--- config.mk ---
export PLATFORM = sky130hd
export DESIGN_NAME = uart_rx_fc_flat
export DESIGN_NICKNAME = d
export VERILOG_FILES = /design/src/rtl/uart_rx_fc_if.sv /design/src/rtl/uart_rx_fc.sv /design/src/flat_wrapper.sv
export SDC_FILE = /design/constraint.sdc
export NUM_CORES = 1
export LEC_CHECK = 0
export BUFFER_PORTS_ARGS = -buffer_cell sky130_fd_sc_hd__clkbuf_2
export CAP_MARGIN = 5
export CORE_ASPECT_RATIO = 0.8
export CORE_UTILIZATION = 56
export CTS_BUF_LIST = sky130_fd_sc_hd__clkbuf_16
export CTS_CLUSTER_SIZE = 30
export DETAILED_ROUTE_END_ITERATION = 10
export PLACE_DENSITY = 0.75
export REMOVE_ABC_BUFFERS = 1
export SLEW_MARGIN = 5
export SYNTH_ARGS = -nofsm -noshare
export SYNTH_HDL_FRONTEND = slang
export SYNTH_SLANG_ARGS = --single-unit
--- constraint.sdc ---
create_clock -name ck -period 2.6 [get_ports ck]
set_input_delay 0.13 -clock ck [delete_from_list [all_inputs] [get_ports ck]]
set_output_delay 0.13 -clock ck [all_outputs]
set_load 0.01 [all_outputs]
--- src/rtl/uart_rx_fc_if.sv ---
// uart_rx_fc_if: receive-data handshake between the UART receive engine
// and the core that consumes its bytes.
//   master: the receiver (drives the FIFO head and its valid flag)
//   slave : the consumer (requests a pop of the head byte)
interface uart_rx_fc_if;
  logic [7:0] rxData;
  logic       rxDataReady;
  logic       rxDataReq;

  modport master (output rxData, output rxDataReady, input rxDataReq);
  modport slave  (input rxData, input rxDataReady, output rxDataReq);
endinterface

--- src/rtl/uart_rx_fc.sv ---
// uart_rx_fc: UART receive engine with hardware flow control.
// Deserialises 8-bit LSB-first frames from rxd using an OVERSAMPLE-times
// baud tick, buffers them in a small FIFO, presents them through the
// rxData/rxDataReady/rxDataReq handshake and drives rts_n from FIFO space.
// Optional feature macro: UART_RX_PARITY_EN adds one even-parity bit per
// frame (8E1); without it frames are 8N1 and errParity is tied low.
module uart_rx_fc #(
  parameter int OVERSAMPLE    = 16,
  parameter int FIFO_DEPTH    = 4,
  parameter int RTS_THRESHOLD = 2
) (
  input  logic         ck,
  input  logic         arst,
  input  logic         ckBrg,
  input  logic         rxd,
  input  logic         taskStartRx,
  input  logic         taskStopRx,
  uart_rx_fc_if.master rxIf,
  output logic         rts_n,
  output logic         uartRxEnable,
  output logic         eventRxDrdy,
  output logic         errFraming,
  output logic         errOverrun,
  output logic         errParity
);

  localparam int CNT_W = $clog2(OVERSAMPLE);
  localparam int PTR_W = $clog2(FIFO_DEPTH);
  localparam int OCC_W = PTR_W + 1;
  localparam logic [CNT_W-1:0] HALF_LAST = CNT_W'(OVERSAMPLE / 2 - 1);
  localparam logic [CNT_W-1:0] FULL_LAST = CNT_W'(OVERSAMPLE - 1);

  typedef enum logic [2:0] {
    IDLE,
    WAIT_START,
    START,
    DATA,
`ifdef UART_RX_PARITY_EN
    PARITY,
`endif
    STOP,
    BREAK
  } rxState_t;

  rxState_t         state, stateNext;
  logic [CNT_W-1:0] tickCnt, tickCntNext;
  logic [2:0]       bitIdx, bitIdxNext;
  logic [7:0]       shiftReg, shiftRegNext;
  logic             pushReq;
  logic             framingPulse;
`ifdef UART_RX_PARITY_EN
  logic             parErr, parErrNext;
  logic             parityPulse;
`endif

  logic             rxdMeta, rxdS;

  logic [7:0]       mem [FIFO_DEPTH];
  logic [PTR_W-1:0] wrPtr, rdPtr;
  logic [OCC_W-1:0] count;
  logic             fifoFull, popOk, pushOk, overrun;

  // Two-flop synchroniser for the asynchronous serial input, idles high.
  // NOTE: sequential state always uses non-blocking (<=) so every flop
  // samples pre-edge values; blocking here would collapse the two stages.
  always_ff @(posedge ck or negedge arst) begin
    if (!arst) begin
      rxdMeta <= 1'b1;
      rxdS    <= 1'b1;
    end else begin
      rxdMeta <= rxd;
      rxdS    <= rxdMeta;
    end
  end

  // Receive FSM and bit-timing datapath registers.
  always_ff @(posedge ck or negedge arst) begin
    if (!arst) begin
      state    <= IDLE;
      tickCnt  <= '0;
      bitIdx   <= '0;
      shiftReg <= '0;
`ifdef UART_RX_PARITY_EN
      parErr   <= 1'b0;
`endif
    end else begin
      state    <= stateNext;
      tickCnt  <= tickCntNext;
      bitIdx   <= bitIdxNext;
      shiftReg <= shiftRegNext;
`ifdef UART_RX_PARITY_EN
      parErr   <= parErrNext;
`endif
    end
  end

  // Next-state, bit sampling and per-frame push/error decisions.
  // NOTE: every variable gets a default before the case so no path can
  // leave one unassigned, which would otherwise infer a latch.
  always_comb begin
    stateNext    = state;
    tickCntNext  = tickCnt;
    bitIdxNext   = bitIdx;
    shiftRegNext = shiftReg;
    pushReq      = 1'b0;
    framingPulse = 1'b0;
`ifdef UART_RX_PARITY_EN
    parErrNext   = parErr;
    parityPulse  = 1'b0;
`endif
    if (taskStopRx) begin
      // Stop wins over start and aborts any frame silently.
      stateNext = IDLE;
    end else begin
      case (state)
        IDLE: if (taskStartRx) stateNext = WAIT_START;
        WAIT_START: if (ckBrg && !rxdS) begin
          stateNext   = START;
          tickCntNext = '0;
        end
        START: if (ckBrg) begin
          if (tickCnt == HALF_LAST) begin
            // Mid start bit: still low means a real start, else a glitch.
            tickCntNext = '0;
            bitIdxNext  = '0;
`ifdef UART_RX_PARITY_EN
            parErrNext  = 1'b0;
`endif
            stateNext   = rxdS ? WAIT_START : DATA;
          end else begin
            tickCntNext = tickCnt + 1'b1;
          end
        end
        DATA: if (ckBrg) begin
          if (tickCnt == FULL_LAST) begin
            tickCntNext  = '0;
            shiftRegNext = {rxdS, shiftReg[7:1]};
            bitIdxNext   = bitIdx + 1'b1;
            if (bitIdx == 3'd7) begin
`ifdef UART_RX_PARITY_EN
              stateNext = PARITY;
`else
              stateNext = STOP;
`endif
            end
          end else begin
            tickCntNext = tickCnt + 1'b1;
          end
        end
`ifdef UART_RX_PARITY_EN
        PARITY: if (ckBrg) begin
          if (tickCnt == FULL_LAST) begin
            tickCntNext = '0;
            stateNext   = STOP;
            if (rxdS != ^shiftReg) begin
              parErrNext  = 1'b1;
              parityPulse = 1'b1;
            end
          end else begin
            tickCntNext = tickCnt + 1'b1;
          end
        end
`endif
        STOP: if (ckBrg) begin
          if (tickCnt == FULL_LAST) begin
            tickCntNext = '0;
            if (rxdS) begin
`ifdef UART_RX_PARITY_EN
              pushReq = !parErr;
`else
              pushReq = 1'b1;
`endif
              stateNext = WAIT_START;
            end else begin
              framingPulse = 1'b1;
              stateNext    = BREAK;
            end
          end else begin
            tickCntNext = tickCnt + 1'b1;
          end
        end
        BREAK: if (rxdS) stateNext = WAIT_START;
        default: stateNext = IDLE;
      endcase
    end
  end

  assign uartRxEnable = (state != IDLE);

  // FIFO handshake: a pop frees a slot in the same cycle, so a push onto a
  // full FIFO with a simultaneous pop is accepted.
  assign fifoFull = (count == OCC_W'(FIFO_DEPTH));
  assign popOk    = rxIf.rxDataReq && (count != '0);
  assign pushOk   = pushReq && (!fifoFull || popOk);
  assign overrun  = pushReq && fifoFull && !popOk;

  // FIFO storage write port.
  // NOTE: the data array has no reset; it is never read while empty
  // because rxData is forced to zero whenever the FIFO holds nothing.
  always_ff @(posedge ck) begin
    if (pushOk) mem[wrPtr] <= shiftReg;
  end

  // FIFO pointers, occupancy, registered event pulses and flow control.
  always_ff @(posedge ck or negedge arst) begin
    if (!arst) begin
      wrPtr       <= '0;
      rdPtr       <= '0;
      count       <= '0;
      eventRxDrdy <= 1'b0;
      errFraming  <= 1'b0;
      errOverrun  <= 1'b0;
      rts_n       <= 1'b1;
    end else begin
      if (pushOk) wrPtr <= wrPtr + 1'b1;
      if (popOk)  rdPtr <= rdPtr + 1'b1;
      case ({pushOk, popOk})
        2'b10:   count <= count + 1'b1;
        2'b01:   count <= count - 1'b1;
        default: count <= count;
      endcase
      eventRxDrdy <= pushOk;
      errFraming  <= framingPulse;
      errOverrun  <= overrun;
      rts_n       <= !(uartRxEnable &&
                       ((OCC_W'(FIFO_DEPTH) - count) >= OCC_W'(RTS_THRESHOLD)));
    end
  end

`ifdef UART_RX_PARITY_EN
  // Registered parity-error pulse, aligned with the other event outputs.
  always_ff @(posedge ck or negedge arst) begin
    if (!arst) errParity <= 1'b0;
    else       errParity <= parityPulse;
  end
`else
  assign errParity = 1'b0;
`endif

  assign rxIf.rxDataReady = (count != '0);
  assign rxIf.rxData      = rxIf.rxDataReady ? mem[rdPtr] : 8'h00;

endmodule

--- src/flat_wrapper.sv ---
// flat-port wrapper written by rule: the top's interface ports become plain ports
module uart_rx_fc_flat 
#(
  parameter int OVERSAMPLE    = 16,
  parameter int FIFO_DEPTH    = 4,
  parameter int RTS_THRESHOLD = 2
)
  (ck, arst, ckBrg, rxd, taskStartRx, taskStopRx, rts_n, uartRxEnable, eventRxDrdy, errFraming, errOverrun, errParity, rxIf_rxData, rxIf_rxDataReady, rxIf_rxDataReq);
  uart_rx_fc_if rxIf_i ();
  input  logic ck;
  input  logic arst;
  input  logic ckBrg;
  input  logic rxd;
  input  logic taskStartRx;
  input  logic taskStopRx;
  output logic rts_n;
  output logic uartRxEnable;
  output logic eventRxDrdy;
  output logic errFraming;
  output logic errOverrun;
  output logic errParity;
  output wire logic [$bits(rxIf_i.rxData)-1:0] rxIf_rxData;
  output wire logic [$bits(rxIf_i.rxDataReady)-1:0] rxIf_rxDataReady;
  input wire logic [$bits(rxIf_i.rxDataReq)-1:0] rxIf_rxDataReq;
  assign rxIf_rxData = rxIf_i.rxData;
  assign rxIf_rxDataReady = rxIf_i.rxDataReady;
  assign rxIf_i.rxDataReq = rxIf_rxDataReq;
  uart_rx_fc #(.OVERSAMPLE(OVERSAMPLE), .FIFO_DEPTH(FIFO_DEPTH), .RTS_THRESHOLD(RTS_THRESHOLD)) u_core (.ck(ck), .arst(arst), .ckBrg(ckBrg), .rxd(rxd), .taskStartRx(taskStartRx), .taskStopRx(taskStopRx), .rxIf(rxIf_i), .rts_n(rts_n), .uartRxEnable(uartRxEnable), .eventRxDrdy(eventRxDrdy), .errFraming(errFraming), .errOverrun(errOverrun), .errParity(errParity));
endmodule
# Yosys cells after proc, flatten, opt, wreduce, memory -nomap -nowiden
# Memories as Yosys holds them, arrays and structs flattened.
# Cells that the tools add are included.
# totals
rom_bits	0
output_inout_bits	15
latchBits	0
n_memories	1
mem_bits_rw	32
inputBits	7
reg_bits	31
# op_classes
div	0
shifts	0
n_eq_ne	27
bitwise_logic	1
multipliers	0
mux	39
magnitude_cmp	1
n_addsub	7
n_reduce_logical	22
# mem_list
memory	depth	width	rd	rd_clocked_by_memory_dff	write_ports	line	rtl
u_core.mem	4	8	1	0	1	uart_rx_fc.sv:58	logic [7:0] mem [FIFO_DEPTH];
# op_table
operator	count
3-bit 2-to-1 mux	16
4-bit 2-to-1 mux	5
3-bit by 2-bit inequality test with 1-bit output, second input constant	6
3-bit case mux with 6 select lines	1
3-bit == test, second input constant	4
1-bit 2-to-1 mux	12
3-bit inequality test, second input constant	4
3-bit case mux with 2 select lines	2
4-bit case mux with 3 select lines	1
10-bit AND reduction	1
3-bit nonzero test	3
8-bit 2-to-1 mux	1
2-bit by 1-bit inequality test with 1-bit output, second input constant	4
3-bit by 1-bit adder with 3-bit output, second input constant	2
3-bit by 2-bit == test with 1-bit output, second input constant	2
1-bit logical AND	6
6-bit AND reduction	1
5-bit AND reduction	1
2-bit by 1-bit adder with 2-bit output, second input constant	2
4-bit by 1-bit adder with 4-bit output, second input constant	1
4-bit by 3-bit == test with 1-bit output, second input constant	1
4-bit == test, second input constant	1
1-bit logical NOT	4
2-bit inequality test, second input constant	2
other kinds (13)	14

# Logic depth before layout (Yosys ltp)
# depth
ltp_word	8
mapped_depth	9

# Worst setup path after synthesis
# OpenSTA, ideal clock, no wires.
# synth_path
kind	flip-flop to flip-flop
start	register u_core.state[1]
end	memory u_core.mem[0][0] (enable)
required_ns	2.268
arrival_ns	1.933
path_slack_ns	0.335
path_stages_with_launch	6
setup_time_ns	0.332
synth_period_minus_slack_ns	2.265
path_buffers	1
path_cell_list	dfrtp_1 > buf_6 > or3b_4 > or4_4 > a21oi_4 > and2_1
# synth_via
elab_chain_len	6
# synth_lines
element	line	rtl
start, declared	uart_rx_fc.sv:45	rxState_t state, stateNext;
start signal, assigned	uart_rx_fc.sv:87	state <= stateNext;
3-bit == test	uart_rx_fc.sv:115	case (state)
1-bit 2-to-1 mux	uart_rx_fc.sv:115	
1-bit 2-to-1 mux	uart_rx_fc.sv:111	if (taskStopRx) begin
1-bit logical AND	uart_rx_fc.sv:194	assign pushOk = pushReq && (!fifoFull || popOk);
net u_core.pushOk	uart_rx_fc.sv:61	logic fifoFull, popOk, pushOk, overrun;
1-bit 2-to-1 mux	uart_rx_fc.sv:201	if (pushOk) mem[wrPtr] <= shiftReg;
1-bit 2-to-1 mux (not written as such)	uart_rx_fc.sv:201	
end, declared	uart_rx_fc.sv:58	
# The timed path passes the listed nets, and every way through them passes these cells.

# Worst setup path in the final report
# layout_path
start	register u_core.state[1]
end	memory u_core.mem[1][4] (enable)
# Same word-level chain as after synthesis.

==> impl_metrics.tcl <==
set metrics [dict create \
    status "completed" \
    floorplan.initialDensity 0.590 \
    avgViaCountPerCell 5.67 \
    finalSetupViolations 0 \
    async_flop_share 0.492 \
    hold_class "in -> reg" \
    grt_pass1_vias 1658 \
    leakage_nw 1.56 \
    grt_overflow_total 0 \
    die_h_um 67.3 \
    grtUsageTotal 0.216 \
    htree_levels 3 \
    cp-start-kind "flop" \
    max-vdd-ir-drop_uv 692 \
    ant_nets 0 \
    wl_um 5430 \
    fillers 347 \
    numPortBuffers 20 \
    cts_buffer_depth 2 \
    fin_worst_skew_ps 11.3 \
    regArea_mm2 0.00174 \
    path_clk_slew_ps 50 \
    fin_crit_ps 2390 \
    cts.sinks 63 \
    rows 23 \
    drc_errors 0 \
    min_period_over_period 0.918 \
    worstSetupPathType "reg -> reg" \
    dr.first_iter.drc_count 140 \
    preCtsSetupSlack_ps 217 \
    drv_slew 0 \
    vias 1832 \
    clk_latency_ps 330 \
    synth_edf_count 32 \
    grt_max_degree 32 \
    clockRootBuffer "clkbuf_16" \
    syn_to_final_growth_pct 17.2 \
    drive_above_1_share 0.268 \
    numCtsBuffers 9 \
    final_hold_viol_count 0 \
    grt_pass1_wl_um 8750 \
    setup_tns_ps 0 \
    die_w_um 83.7 \
    dpl.cell_count 305 \
    wl_per_cell_um 16.8 \
    cap_viol_max_count 0 \
    synth-seq-cells 63 \
    max_slew.worst_pin.slew_ps 807 \
    yosysUniqueCellTypes 57 \
    layout.cells.non_filler 323 \
    crit_required_ps 2570 \
    ys.flop_type "edfxtp_1" \
    core_area_mm2 0.00506 \
    fmax_ghz 0.419 \
    nets 275 \
    multi_input_area_mm2 0.00114 \
    pin_count 22 \
    hpwl_um 3730 \
    slew_headroom 0.455 \
    diodes 0 \
    antenna_found_initial 0 \
    cts_tree "done" \
    endpoint_kind "flop" \
    synth_seq_area_share 0.582 \
    synthesis.area_mm2 0.00299 \
    setup_ws_ps 214 \
    dr.pass1.iters 4 \
    avgSynthCellArea_um2 13.2 \
    ys_warn_count 0 \
    gp_routability_congestion 0.864 \
    powerDensity_mw_per_mm2 935 \
    cp_data_arrival_time_ps 2360 \
    die-area_mm2 0.00563 \
    rsz0062_at_grt "false" \
    synthCells 226 \
    crit_fanout 8 \
]
cell usage in the layout, fill, tap and decap left out, drive strengths merged, types with 4 or more instances in the layout:
| cell | n |
|---|---|
| dfrtp | 28 |
| mux4 | 8 |
| edfxtp | 32 |
| nor4 | 4 |
| buf | 8 |
| clkbuf | 29 |
| nor3 | 4 |
| nor2 | 10 |
| and2 | 14 |
| xnor2 | 5 |
| nand3 | 5 |
| inv | 14 |
| a21oi | 4 |
| mux2 | 8 |
| ha | 11 |
| nand2 | 12 |
| o21ai | 10 |
worst max-delay path, stage by stage, from the launching register on:
cell and delay (ps):
dfrtp_1 370, or3b_4 430, or4_4 570, a21oi_4 220, and2_1 430
path summary, 6_finish.rpt:
kind / from / endpoint / slack [ps] / cells past startpoint
worst max register to register: u_core.state[1] / u_core.mem[1][4] / 210 / 4
worst min-delay path: taskStopRx / u_core.state[2] / 140 / 3
max in group asynchronous: arst / u_core.shiftReg[2] / 1690 / 2
worst min register to register: u_core.rxdMeta / u_core.rxdS / 360 / 0
min in group asynchronous: arst / u_core.count[1] / 410 / 2
worst max-delay path: u_core.state[1] / u_core.mem[1][4] / 210 / 4
where the power goes:
part / switching (mW) / leakage (nW) / internal, mW / total (mW)
Sequential: 0.130 / 0.768 / 1.14 / 1.27
Combinational: 0.418 / 0.640 / 0.350 / 0.768
Clock: 0.408 / 0.153 / 0.830 / 1.24
synthesized netlist by cell type (2+ instances only):
cell | count | area (µm²)
edfxtp_1 | 32 | 961
dfrtp_1 | 28 | 701
and2_1 | 13 | 81.3
inv_1 | 13 | 48.8
nand2_1 | 12 | 45.0
ha_1 | 11 | 138
o21ai_0 | 10 | 50.1
nor2_1 | 9 | 33.8
mux2_2 | 8 | 90.1
mux4_2 | 8 | 180
clkbuf_1 | 6 | 22.5
nand3_1 | 5 | 25.0
xnor2_1 | 5 | 43.8
nor4_1 | 4 | 25.0
a21oi_1 | 3 | 15.0
dfstp_2 | 3 | 78.8
nand2b_1 | 3 | 18.8
nor2b_1 | 3 | 18.8
or3_1 | 3 | 18.8
a21o_1 | 2 | 15.0
a31oi_1 | 2 | 12.5
buf_4 | 2 | 15.0
mux2i_1 | 2 | 20.0
nand3b_1 | 2 | 15.0
nand4_1 | 2 | 12.5
nor3_1 | 2 | 10.0
nor3_2 | 2 | 20.0
o41ai_1 | 2 | 17.5
final cells by class:
class | count | area share
flip-flops and latches | 63 | 0.497
multi-input cells | 139 | 0.326
clock buffers | 9 | 0.0643
repair buffers | 30 | 0.0514
clock inverters | 7 | 0.0254
well taps | 62 | 0.0222
inverters | 13 | 0.0139
cell families after synthesis:
group / after synthesis / share of synthesized area
and+or+nand+nor: 69 / 0.134
DFF: 63 / 0.582
AOI/OAI and AO/OA: 33 / 0.0796
buffers and inverters: 24 / 0.0356
muxes: 18 / 0.0972
adders and majority gates: 12 / 0.0528
xor gates and xnor gates: 6 / 0.0176
other: 1 / 0.00126
metal layers:
| layer | part of all wire | vias up | global-route usage |
|---|---|---|---|
| li1 | - | 888 | - |
| met1 | 0.49 | 897 | 0.304 |
| met2 | 0.46 | 43 | 0.322 |
| met3 | 0.041 | 4 | 0.0733 |
| met4 | 0.0050 | 0 | 0.0636 |
| met5 | 0 | - | 0 |
sequential cells by signal, summed over array words and instances, names as in the netlist, 2 cells and up:
name             cells
u_core.tickCnt       4
u_core.count         3
u_core.mem          32
u_core.wrPtr         2
u_core.shiftReg      8
u_core.bitIdx        3
u_core.state         3
u_core.rdPtr         2
per-stage QoR:
| step | hold slack (ps) | utilization | power [mW] | cell area [µm²] |
|---|---|---|---|---|
| floorplan | -166 | - | 1.80 | 2930 |
| global placement | 218 | 0.625 | 2.02 | 3170 |
| detailed placement | 225 | 0.625 | 2.05 | 3170 |
| CTS | 126 | 0.691 | 3.30 | 3500 |
| global route | 155 | 0.691 | 3.45 | 3500 |
| finish | 142 | 0.691 | 3.27 | 3500 |
repair_timing:
| action | 4_1_cts | 5_1_grt |
|---|---|---|
| hold endpoints to repair | 29 | 0 |
| buffers inserted | 0 | 0 |
| setup endpoints to repair | 0 | 0 |
| hold buffers | 2 | 0 |
| gates resized for setup | 0 | 0 |
(Power assumes the default switching activity.)
